==> config.mk <==
export PLATFORM = sky130hd
export DESIGN_NAME = alu_result_fifo
export DESIGN_NICKNAME = d
export VERILOG_FILES = /design/src/rtl/alu_pkg.sv /design/src/rtl/alu_fifo_mem.sv /design/src/rtl/alu_result_fifo.sv
export SDC_FILE = /design/constraint.sdc
export NUM_CORES = 1
export LEC_CHECK = 0
export ABC_CLOCK_PERIOD_IN_PS = 3300
export CAP_MARGIN = 20
export CORE_MARGIN = 3
export CORE_UTILIZATION = 30
export CTS_BUF_LIST = sky130_fd_sc_hd__clkbuf_8
export DETAILED_ROUTE_END_ITERATION = 8
export PLACE_DENSITY = 0.46
export SYNTH_ARGS = -nofsm -noshare
export SYNTH_HDL_FRONTEND = slang
export SYNTH_HIERARCHICAL = 1
export SYNTH_SLANG_ARGS = --single-unit
==> constraint.sdc <==
create_clock -name clk -period 3.3 [get_ports clk]
set_clock_uncertainty 0.05 [all_clocks]
set_input_delay 0.66 -clock clk [delete_from_list [all_inputs] [get_ports clk]]
set_output_delay 0.66 -clock clk [all_outputs]
set_load 0.02 [all_outputs]
==> src/rtl/alu_pkg.sv <==
// rtl/alu_pkg.sv - shared ALU result types and op-select encodings
package alu_pkg;

  localparam int ALU_WIDTH = 4;

  localparam logic OP_AND = 1'b0;
  localparam logic OP_ADD = 1'b1;

  typedef struct packed {
    logic [ALU_WIDTH-1:0] result;
    logic                 sel;
    logic                 zero;
  } alu_entry_t;

endpackage

==> src/rtl/alu_fifo_mem.sv <==
// rtl/alu_fifo_mem.sv - entry storage, one synchronous write port, one asynchronous read port
module alu_fifo_mem #(
  parameter int DW    = 6,
  parameter int DEPTH = 4,
  parameter int AW    = $clog2(DEPTH)
) (
  input  logic          clk,
  input  logic          we,
  input  logic [AW-1:0] wr_addr,
  input  logic [DW-1:0] wr_data,
  input  logic [AW-1:0] rd_addr,
  output logic [DW-1:0] rd_data
);

  logic [DW-1:0] mem [DEPTH];

  // No reset on the array; validity is tracked entirely by the top's count.
  always_ff @(posedge clk) begin
    if (we) begin
      mem[wr_addr] <= wr_data;
    end
  end

  assign rd_data = mem[rd_addr];

endmodule

==> src/rtl/alu_result_fifo.sv <==
// rtl/alu_result_fifo.sv - valid/ready FIFO buffering ALU mux results with op tag and zero flag
module alu_result_fifo
  import alu_pkg::*;
#(
  parameter int WIDTH = ALU_WIDTH,
  parameter int DEPTH = 4
) (
  input  logic                     clk,
  input  logic                     rst_n,
  input  logic                     flush,
  input  logic [WIDTH-1:0]         in_result,
  input  logic                     in_sel,
  input  logic                     in_valid,
  output logic                     in_ready,
  output logic [WIDTH-1:0]         out_result,
  output logic                     out_sel,
  output logic                     out_zero,
  output logic                     out_valid,
  input  logic                     out_ready,
  output logic [$clog2(DEPTH):0]   count
);

  localparam int PW = $clog2(DEPTH);
  localparam int CW = PW + 1;
  localparam int EW = WIDTH + 2;

  logic [PW-1:0] wr_ptr;
  logic [PW-1:0] rd_ptr;
  logic [CW-1:0] count_q;
  logic [EW-1:0] wr_data;
  logic [EW-1:0] rd_data;
  logic          push;
  logic          pop;

  // Full refuses writes even when the head leaves this cycle: no write-through path.
  assign in_ready  = (count_q != CW'(DEPTH));
  assign out_valid = (count_q != '0);
  assign count     = count_q;

  assign push = in_valid && in_ready;
  assign pop  = out_valid && out_ready;

  assign wr_data = {in_result, in_sel, (in_result == '0)};

  alu_fifo_mem #(
    .DW    (EW),
    .DEPTH (DEPTH)
  ) u_mem (
    .clk     (clk),
    .we      (push && !flush),
    .wr_addr (wr_ptr),
    .wr_data (wr_data),
    .rd_addr (rd_ptr),
    .rd_data (rd_data)
  );

  always_ff @(posedge clk or negedge rst_n) begin
    if (!rst_n) begin
      wr_ptr  <= '0;
      rd_ptr  <= '0;
      count_q <= '0;
    end else if (flush) begin
      wr_ptr  <= '0;
      rd_ptr  <= '0;
      count_q <= '0;
    end else begin
      if (push) begin
        wr_ptr <= wr_ptr + PW'(1);
      end
      if (pop) begin
        rd_ptr <= rd_ptr + PW'(1);
      end
      if (push && !pop) begin
        count_q <= count_q + CW'(1);
      end else if (pop && !push) begin
        count_q <= count_q - CW'(1);
      end
    end
  end

  assign out_result = out_valid ? rd_data[EW-1:2] : '0;
  assign out_sel    = out_valid ? rd_data[1]      : 1'b0;
  assign out_zero   = out_valid ? rd_data[0]      : 1'b0;

endmodule

==> impl_results.md, run 1 <==
- First DRT Iteration DRCs: 39
- Initial Util: approximately 32%
- Post-cts sizing count: 0
- Reg2reg end: count[2]$_DFFE_PN0P_
- Peak supply drop: 0.000271 V
- Run status: finished clean
- Top cells by area, synth: edfxtp_1, dfrtp_1, mux4_2
- Distinct cells, synth: 38
- Drt drc: 0
- Hold_buf cts: 0
- CTS Root Buffer Type: clkbuf_8
- Routed WL: approximately 2900 um
- Area of the multi-input gates: 499 um2
- Reg clk slew, reported paths: roughly 0.06 ns
- Cell Pwr Density: roughly 660 nW/um2
- Longest Clk Path Bufs: 2
- Top-Level Pins: 21
- Vias in the first global route: about 850
- Hold Vio Cnt, Final: 0
- Die Y: roughly 76 um
- Hpwl dp: 1910 um
- FP Rows: 24
- FILL cells: about 430
- Yosys top cell area share: between 40 and 50%
- Max Slew Vio Count: 0
- Power Total: 1.20 mW
- Critical path fanouts, max: 8
- Final #Nets: between 100 and 150
- Sequential element share of the synthesized area: between 60% and 70%
- Async S/R FF share, synth: roughly 23%
- Min-Delay Path Class: register to register
- Routability cong.: 0.767
- Initial antenna violation count: 0
- Dpl ws: between 0.4 and 0.5 ns
- Clock sinks: 31
- Mapped Nets: about 110
- Vias per std cell: between 4 and 5
- Highest clock rate: between 300 and 400 MHz
- # Max-Cap Violations: 0
- Mapped Cells: 100
- Vias: ~880
- Share of post-route cells with drive strength above 1: 15.4%
- Register area: 896 um2
- Slew headroom: roughly 63%
- Core Box Area: ~4500 um2
- Flop-to-flop setup slack: about 1.1 ns
- First-pass iteration count of the detailed router: 4
- Clock buffer count from CTS: 5
- Register bit count reported by yosys: 31
- Post-route ant nets: 0
- IO buf count: 20
- Top cell type by total area after synthesis: edfxtp_1
- Setup WS post-layout: around 0.38 ns
- Final worst-path cycle share: 88.4%
- Most frequent cell after synthesis: edfxtp_1
- Setup tns final: 0 ns
- CP startpoint: rd_ptr[0]$_DFFE_PN0P_
- Ys Warns: 6
- Die width: 75.9 um
- Crit path to: out_zero
- Post-synth EDFFs: 24
- CTS tree: yes
- RSZ-0062 raised after global routing: no
- Min Tclk post-route: 2.92 ns
- Post-synth top cells: edfxtp_1, dfrtp_1, nor2b_1
- Setup violators final: 0
- Worst r2r src: count[2]$_DFFE_PN0P_
- P_leak: approximately 0.64 nW
- Startpoint type of the worst setup path: register
- Post-CTS Setup Bufs: 0
- Gr ovfl total: 0
- Layout area overhead: 23.1%
- N_diodes: 0
- Clock latency at the later pin of the worst-skew pair: 0.28 ns
- DR WL/cell: about 15 um
- Setup Crit Path Kind: register to primary output
- Register-to-Register Path Depth: 8
- Die area: about 5800 um2
- CP required: ~2.6 ns
- GRT Overall Usage: between 10% and 20%
- Critical Path End Type: primary output
- Largest net degree at the start of global routing: 13
- Syn Area/Cell: 14.7 um2
- Worst hold margin: between 0.5 and 0.6 ns
- H-tree levels: 2
- Mapped Area: 1470 um2
- Least-Margin Pin Slew: 0.543 ns
- First-pass GRT wire length: around 4700 um
- Main synth FF type: edfxtp_1
- Crit path DAT: 2.21 ns
- Final Util: between 30 and 40%
[critical path: stages, from the launching register on]
cell,delay [ns]
dfrtp_1,0.66
mux4_2,0.57
nor2b_1,0.14
clkdlybuf4s50_1,0.55
[stage by stage]
stage	instances	cell area, um2
floorplan	100	1470
global placement	180	1710
detailed placement	180	1710
CTS	188	1810
global route	188	1810
finish	188	1810
[final cells by class]
cell class / count / area share [%]
Tap cell: 65 / 4.50
Timing Repair Buffer: 22 / 11.9
Multi-Input combinational cell: 56 / 27.7
Inverter: 6 / 1.25
Clock inverter: 2 / 0.485
Clock buffer: 6 / 4.57
Sequential cell: 31 / 49.6
[state kept, by name, indices dropped and copies added (netlist names)]
name,flops
rd_ptr,2
wr_ptr,2
count,3
u_mem/mem,24
[routing by layer]
layer | vias to the layer above | part of all wire (%) | track usage (%)
met5 | - | 0 | 0
met2 | 25 | 46 | 15.1
li1 | 423 | - | -
met1 | 421 | 48 | 14.9
met3 | 6 | 4.6 | 4.15
met4 | 0 | 2.1 | 4.89
[logic make-up after synthesis]
family                     after synthesis  synth area share [%]
DFF                                     31                  61.1
and+or+nand+nor                         29                  12.6
AOI/OAI and AO/OA                       16                  8.28
buffers and inverters                   13                  4.86
muxes                                    7                  9.98
xor gates and xnor gates                 3                  1.79
adders and majority gates                1                  1.37
[power breakdown]
part / leakage [nW] / switching [mW] / internal, mW
registers: 0.313 / 0.0617 / 0.451
logic: 0.279 / 0.184 / 0.206
clock network: 0.0524 / 0.132 / 0.165
total: 0.644 / 0.378 / 0.822
[worst min-delay path by stage]
stage,end,startpoint,cells after the start,slack (ns)
after detailed placement,wr_ptr[0]$_DFFE_PN0P_,wr_ptr[0]$_DFFE_PN0P_,2,0.56
after global routing,count[0]$_DFFE_PN0P_,rst_n,1,0.62
after CTS,wr_ptr[0]$_DFFE_PN0P_,wr_ptr[0]$_DFFE_PN0P_,2,0.57
final,wr_ptr[0]$_DFFE_PN0P_,wr_ptr[0]$_DFFE_PN0P_,2,0.58
after global placement,wr_ptr[0]$_DFFE_PN0P_,wr_ptr[0]$_DFFE_PN0P_,2,0.56
after floorplan,count[0]$_DFFE_PN0P_,rst_n,0,0.31
[cell usage in the layout (no fill, tap or decap), types with 2 or more instances in the layout]
cell,synthesis,final
a21oi_1,2,2
dfrtp_1,7,7
nor2b_1,7,7
o21a_1,2,2
and3b_1,3,3
nand2_1,2,2
nand2b_1,2,2
buf_4,1,2
nor2_1,4,4
clkdlybuf4s50_1,0,20
o311ai_1,2,2
inv_1,4,5
xor2_1,3,3
clkbuf_8,0,6
nor3b_1,2,2
edfxtp_1,24,24
inv_2,2,2
mux4_2,6,6
nand3_1,2,2
o21ai_0,2,2
No activity file was read; power rests on OpenSTA's default activity.
==> run 2: changes to the inputs <==
CORE_MARGIN = unset   (was 3)
PLACE_DENSITY = unset   (was 0.46)
==> run 2 against run 1 <==
Against the previous run: register-to-register slack lost 0.08 ns; sequential cell count unchanged; critical path depth did not move; maximum frequency rose by 1.4%; sequential power barely moved; core utilization decreased by 2.0 points; combinational power is 3% higher; wire length grew 0.49%; global-route usage rose by 1.5 points; non-clock buffer count is 1 lower; sequential share of layout area is 0.52 points higher; first-iteration DRC count increased by 49%.
==> impl_results.md, run 2 (same netlist as run 1, synthesis figures left out) <==
- Slew headroom: about 62%
- Longest Clk Path Bufs: 2
- Min-Delay Path Class: register to register
- Critical Path End Type: primary output
- Drt drc: 0
- Final #Nets: about 130
- Max Slew Vio Count: 0
- Area of the multi-input gates: about 500 um2
- Post-CTS Setup Bufs: 0
- Crit path DAT: about 2.2 ns
- Reg clk slew, reported paths: 0.06 ns
- RSZ-0062 raised after global routing: no
- First DRT Iteration DRCs: slightly below 60
- Highest clock rate: between 300 and 400 MHz
- First-pass GRT wire length: between 4000 and 5000 um
- P_leak: approximately 0.63 nW
- Dpl ws: between 0.3 and 0.4 ns
- Vias: 913
- CTS tree: yes
- Post-cts sizing count: 0
- Routability cong.: approximately 0.78
- N_diodes: 0
- Largest net degree at the start of global routing: 14
- Initial Util: a little over 30%
- Cell Pwr Density: approximately 660 nW/um2
- Met2 global-route usage: around a fifth
- FILL cells: 458
- Vias per std cell: about 5
- Top reg by flops: u_mem/mem
- CP required: 2.59 ns
- Setup tns final: 0 ns
- Initial antenna violation count: 0
- Die Y: a little over 70 um
- Most frequent cells in the layout: edfxtp_1, clkdlybuf4s50_1, nor2b_1, dfrtp_1, mux4_2
- Layout area overhead: 21.8%
- Run status: finished clean
- FP Rows: 25
- Hpwl dp: between 1500 and 2000 um
- Clock latency at the later pin of the worst-skew pair: 0.27 ns
- GRT Overall Usage: ~12%
- Worst Hold Depth: 2
- CTS Root Buffer Type: clkbuf_8
- Clock sinks: 31
- Die area: between 5000 and 6000 um2
- Setup violators final: 0
- Least-Margin Pin Slew: 0.569 ns
- DR WL/cell: between 15 and 20 um
- Most frequent standard cell in the layout excluding fill and tap cells: edfxtp_1
- Clock buffer count from CTS: 5
- Register area: ~900 um2
- IO buf count: 20
- Setup Crit Path Kind: register to primary output
- Register-to-Register Path Depth: 8
- Vias in the first global route: 950
- First-pass iteration count of the detailed router: 4
- Hold Vio Cnt, Final: 0
- Largest register FFs: 24
- Critical path fanouts, max: 8
- H-tree levels: 2
- Met3 Use GR: 4.72%
- Gr busiest metal: met2
- Core Box Area: approximately 4700 um2
- Die width: 71.9 um
- Share of post-route cells with drive strength above 1: roughly 14%
- Peak supply drop: around 0.00028 V
- # Max-Cap Violations: 0
- Post-route ant nets: 0
- Startpoint type of the worst setup path: register
- Gr ovfl total: 0
- Hold_buf cts: 0
- Min Tclk post-route: between 2 and 3 ns
- Top-Level Pins: 21
- Met1 Use GR: roughly 15%
- Setup WS post-layout: between 0.4 and 0.5 ns
- Final worst-path cycle share: between 80% and 90%
- Routed WL: slightly below 3000 um
-- run 2: through the flow --
step / util (%) / cells / cell area, um2 / hold slack [ns] / power, mW
2_1_floorplan: - / 100 / 1470 / 0.314 / 0.771
3_3_place_gp: 36.2 / 181 / 1710 / 0.550 / 0.909
3_5_place_dp: 36.2 / 181 / 1710 / 0.566 / 0.925
4_1_cts: 37.8 / 188 / 1790 / 0.578 / 1.20
5_1_grt: 37.8 / 188 / 1790 / 0.628 / 1.25
6_report: 37.8 / 188 / 1790 / 0.573 / 1.18
-- run 2: final timing paths --
kind | start | endpoint | slack [ns]
max reg2reg | count[2]$_DFFE_PN0P_ | count[1]$_DFFE_PN0P_ | 0.97
max | rd_ptr[0]$_DFFE_PN0P_ | out_result[3] | 0.42
min | wr_ptr[0]$_DFFE_PN0P_ | wr_ptr[0]$_DFFE_PN0P_ | 0.57
max in group asynchronous | rst_n | rd_ptr[1]$_DFFE_PN0P_ | 2.32
min reg2reg | wr_ptr[0]$_DFFE_PN0P_ | wr_ptr[0]$_DFFE_PN0P_ | 0.57
min in group asynchronous | rst_n | count[2]$_DFFE_PN0P_ | 0.61
-- run 2: layer usage --
metal	vias to the layer above	routed length, um	share of wire, %
met4	0	12	0.42
met1	459	1260	44
met3	2	141	4.9
met5	-	0	0
li1	422	-	-
met2	30	1470	51
-- run 2: area by class of cell --
class	instances	share of cell area [%]
Clock inverter	2	0.490
Inverter	6	1.26
Timing Repair Buffer	21	11.6
Clock buffer	5	3.85
Multi-Input combinational cell	56	27.9
Tap cell	67	4.69
Sequential cell	31	50.1
-- run 2: worst max-delay path, stage by stage (launching register included) --
cell and delay, ns:
dfrtp_1 0.64, mux4_2 0.55, nor2b_1 0.15, clkdlybuf4s50_1 0.55
-- run 2: power by group --
group	switching, mW	total, mW	internal (mW)
clock network	0.128	0.268	0.140
logic	0.195	0.401	0.206
registers	0.0610	0.512	0.451
total	0.384	1.18	0.797
==> run 3: changes to the inputs <==
PLACE_DENSITY = 0.47   (was unset)
==> run 3 against run 2 <==
Against the previous run: core utilization grew 0.40 points; sequential cell count unchanged; design area increased by 1.1%; count of clock-buffer cells in the layout stayed put; critical endpoint is now out_zero; sequential power hardly changed; first-iteration DRC count shrank 22%; non-clock buffer count increased by 2; wire length decreased by 3.9%; largest power group unchanged; clock power about the same.
==> impl_results.md, run 3 (same netlist as run 1, synthesis figures left out) <==
- Uppermost layer routed: met4
- Clock sinks: 31
- Initial antenna violation count: 0
- Hold_buf cts: 0
- HP Start: wr_ptr[0]$_DFFE_PN0P_
- Vias in the first global route: 919
- Power Total: 1.17 mW
- RSZ-0062 raised after global routing: no
- Dpl cells: ~180
- H-tree levels: 2
- Met2 wire length: between 1000 and 1500 um
- Max Slew Vio Count: 0
- CP required: between 2 and 3 ns
- Longest Clk Path Bufs: 2
- IO buf count: 20
- Top reg by flops: u_mem/mem
- Vias: 894
- Cell Pwr Density: roughly 650 nW/um2
- Min-Delay Path Class: register to register
- Register share of total power: a little over two fifths
- Worst r2r src: count[2]$_DFFE_PN0P_
- Run status: finished clean
- WL met3: approximately 96 um
- Worst Hold Depth: 2
- Vias per std cell: 4.68
- Clock latency at the later pin of the worst-skew pair: 0.27 ns
- Final #Nets: between 100 and 150
- Dpl ws: 0.709 ns
- Post-CTS Setup Bufs: 0
- GRT Overall Usage: around an eighth
- Worst hold margin: between 0.5 and 0.6 ns
- Setup tns final: 0 ns
- Initial Util: 31.0%
- Setup violators final: 0
- Least-Margin Pin Slew: just over 0.6 ns
- Clock share of power: around 23%
- Flop-to-flop setup slack: ~1.1 ns
- Critical path fanouts, max: 8
- Routed WL: 2780 um
- Crit path DAT: between 2 and 2.5 ns
- Gr ovfl total: 0
- Register-to-Register Path Depth: 8
- Largest net degree at the start of global routing: 13
- Top-Level Pins: 21
- Routed met1 length: about 1300 um
- Core Box Area: 4720 um2
- Peak supply drop: roughly 0.00019 V
- P_sw: roughly 370 uW
- Hold Vio Cnt, Final: 0
- Routability cong.: about 0.74
- Die Y: ~72 um
- Slew headroom: slightly below 60%
- Reg2reg end: count[1]$_DFFE_PN0P_
- Setup WS post-layout: between 0.4 and 0.5 ns
- # Max-Cap Violations: 0
- N_diodes: 0
- DR WL/cell: between 10 and 15 um
- Critical Path End Type: primary output
- Min Tclk post-route: about 2.9 ns
- First-pass GRT wire length: ~4700 um
- Drt drc: 0
- Most frequent cells in the layout: edfxtp_1, clkdlybuf4s50_1, nor2b_1, dfrtp_1
- P_leak: between 0.6 and 0.7 nW
- Share of post-route cells with drive strength above 1: 15.3%
- Final Cell Area: 1810 um2
- Dpl cell area: approximately 1700 um2
- Startpoint type of the worst setup path: register
- Hold Path Sink: wr_ptr[0]$_DFFE_PN0P_
- Post-route ant nets: 0
- Largest register FFs: 24
- Power Internal: approximately 800 uW
- Die width: just over 70 um
- Highest clock rate: approximately 350 MHz
- FP Rows: 25
- Post-cts sizing count: 0
- Layout area overhead: 23.1%
- Logic pwr share: between 30% and 40%
- Final worst-path cycle share: 86.5%
- Clock buffer count from CTS: 5
- FILL cells: ~450
- First-pass iteration count of the detailed router: 4
- CTS tree: yes
- Most frequent standard cell in the layout excluding fill and tap cells: edfxtp_1
- Final Util: between 30% and 40%
- Hpwl dp: 1940 um
- Setup Crit Path Kind: register to primary output
- Switch share: roughly a third
- CTS Root Buffer Type: clkbuf_8
- Reg clk slew, reported paths: 0.06 ns
- Die area: around 5200 um2
- Non-Filler Instances: around 190
- First DRT Iteration DRCs: between 40 and 50
## run 3: power groups by stage
stage | combinational, mW | sequential, mW | clock, mW
6_report | 0.389 | 0.511 | 0.269
5_1_grt | 0.421 | 0.520 | 0.292
4_1_cts | 0.396 | 0.513 | 0.277
3_5_place_dp | 0.395 | 0.521 | 0
3_3_place_gp | 0.390 | 0.520 | 0
2_1_floorplan | 0.282 | 0.489 | 0
## run 3: final cells by class
class | count | area (um2) | share of cell area (%)
multi-input cells | 56 | 499 | 27.7
flip-flops and latches | 31 | 896 | 49.6
inverters | 6 | 22.5 | 1.25
clock inverters | 3 | 12.5 | 0.693
repair buffers | 23 | 223 | 12.3
well taps | 67 | 83.8 | 4.64
clock buffers | 5 | 68.8 | 3.81
## run 3: worst max-delay path by stage
| stage | startpoint | to | slack (ns) | depth (start not counted) |
|---|---|---|---|---|
| global placement | rd_ptr[0]$_DFFE_PN0P_ | out_zero | 0.70 | 3 |
| detailed placement | rd_ptr[0]$_DFFE_PN0P_ | out_result[1] | 0.71 | 3 |
| floorplan | count[1]$_DFFE_PN0P_ | count[1]$_DFFE_PN0P_ | 1.09 | 9 |
| global route | rd_ptr[0]$_DFFE_PN0P_ | out_result[2] | 0.34 | 3 |
| CTS | rd_ptr[0]$_DFFE_PN0P_ | out_result[1] | 0.40 | 3 |
| finish | rd_ptr[0]$_DFFE_PN0P_ | out_zero | 0.44 | 3 |
## run 3: worst max-delay path, stage by stage (launching register included)
cell and delay, ns:
dfrtp_1 0.63, mux4_2 0.55, nor2b_1 0.14, clkdlybuf4s50_1 0.55
## run 3: routing by layer
metal | track usage (%) | vias up
met2 | 19.4 | 17
met3 | 3.75 | 5
met1 | 16.3 | 446
met5 | 0 | -
li1 | - | 426
met4 | 3.92 | 0
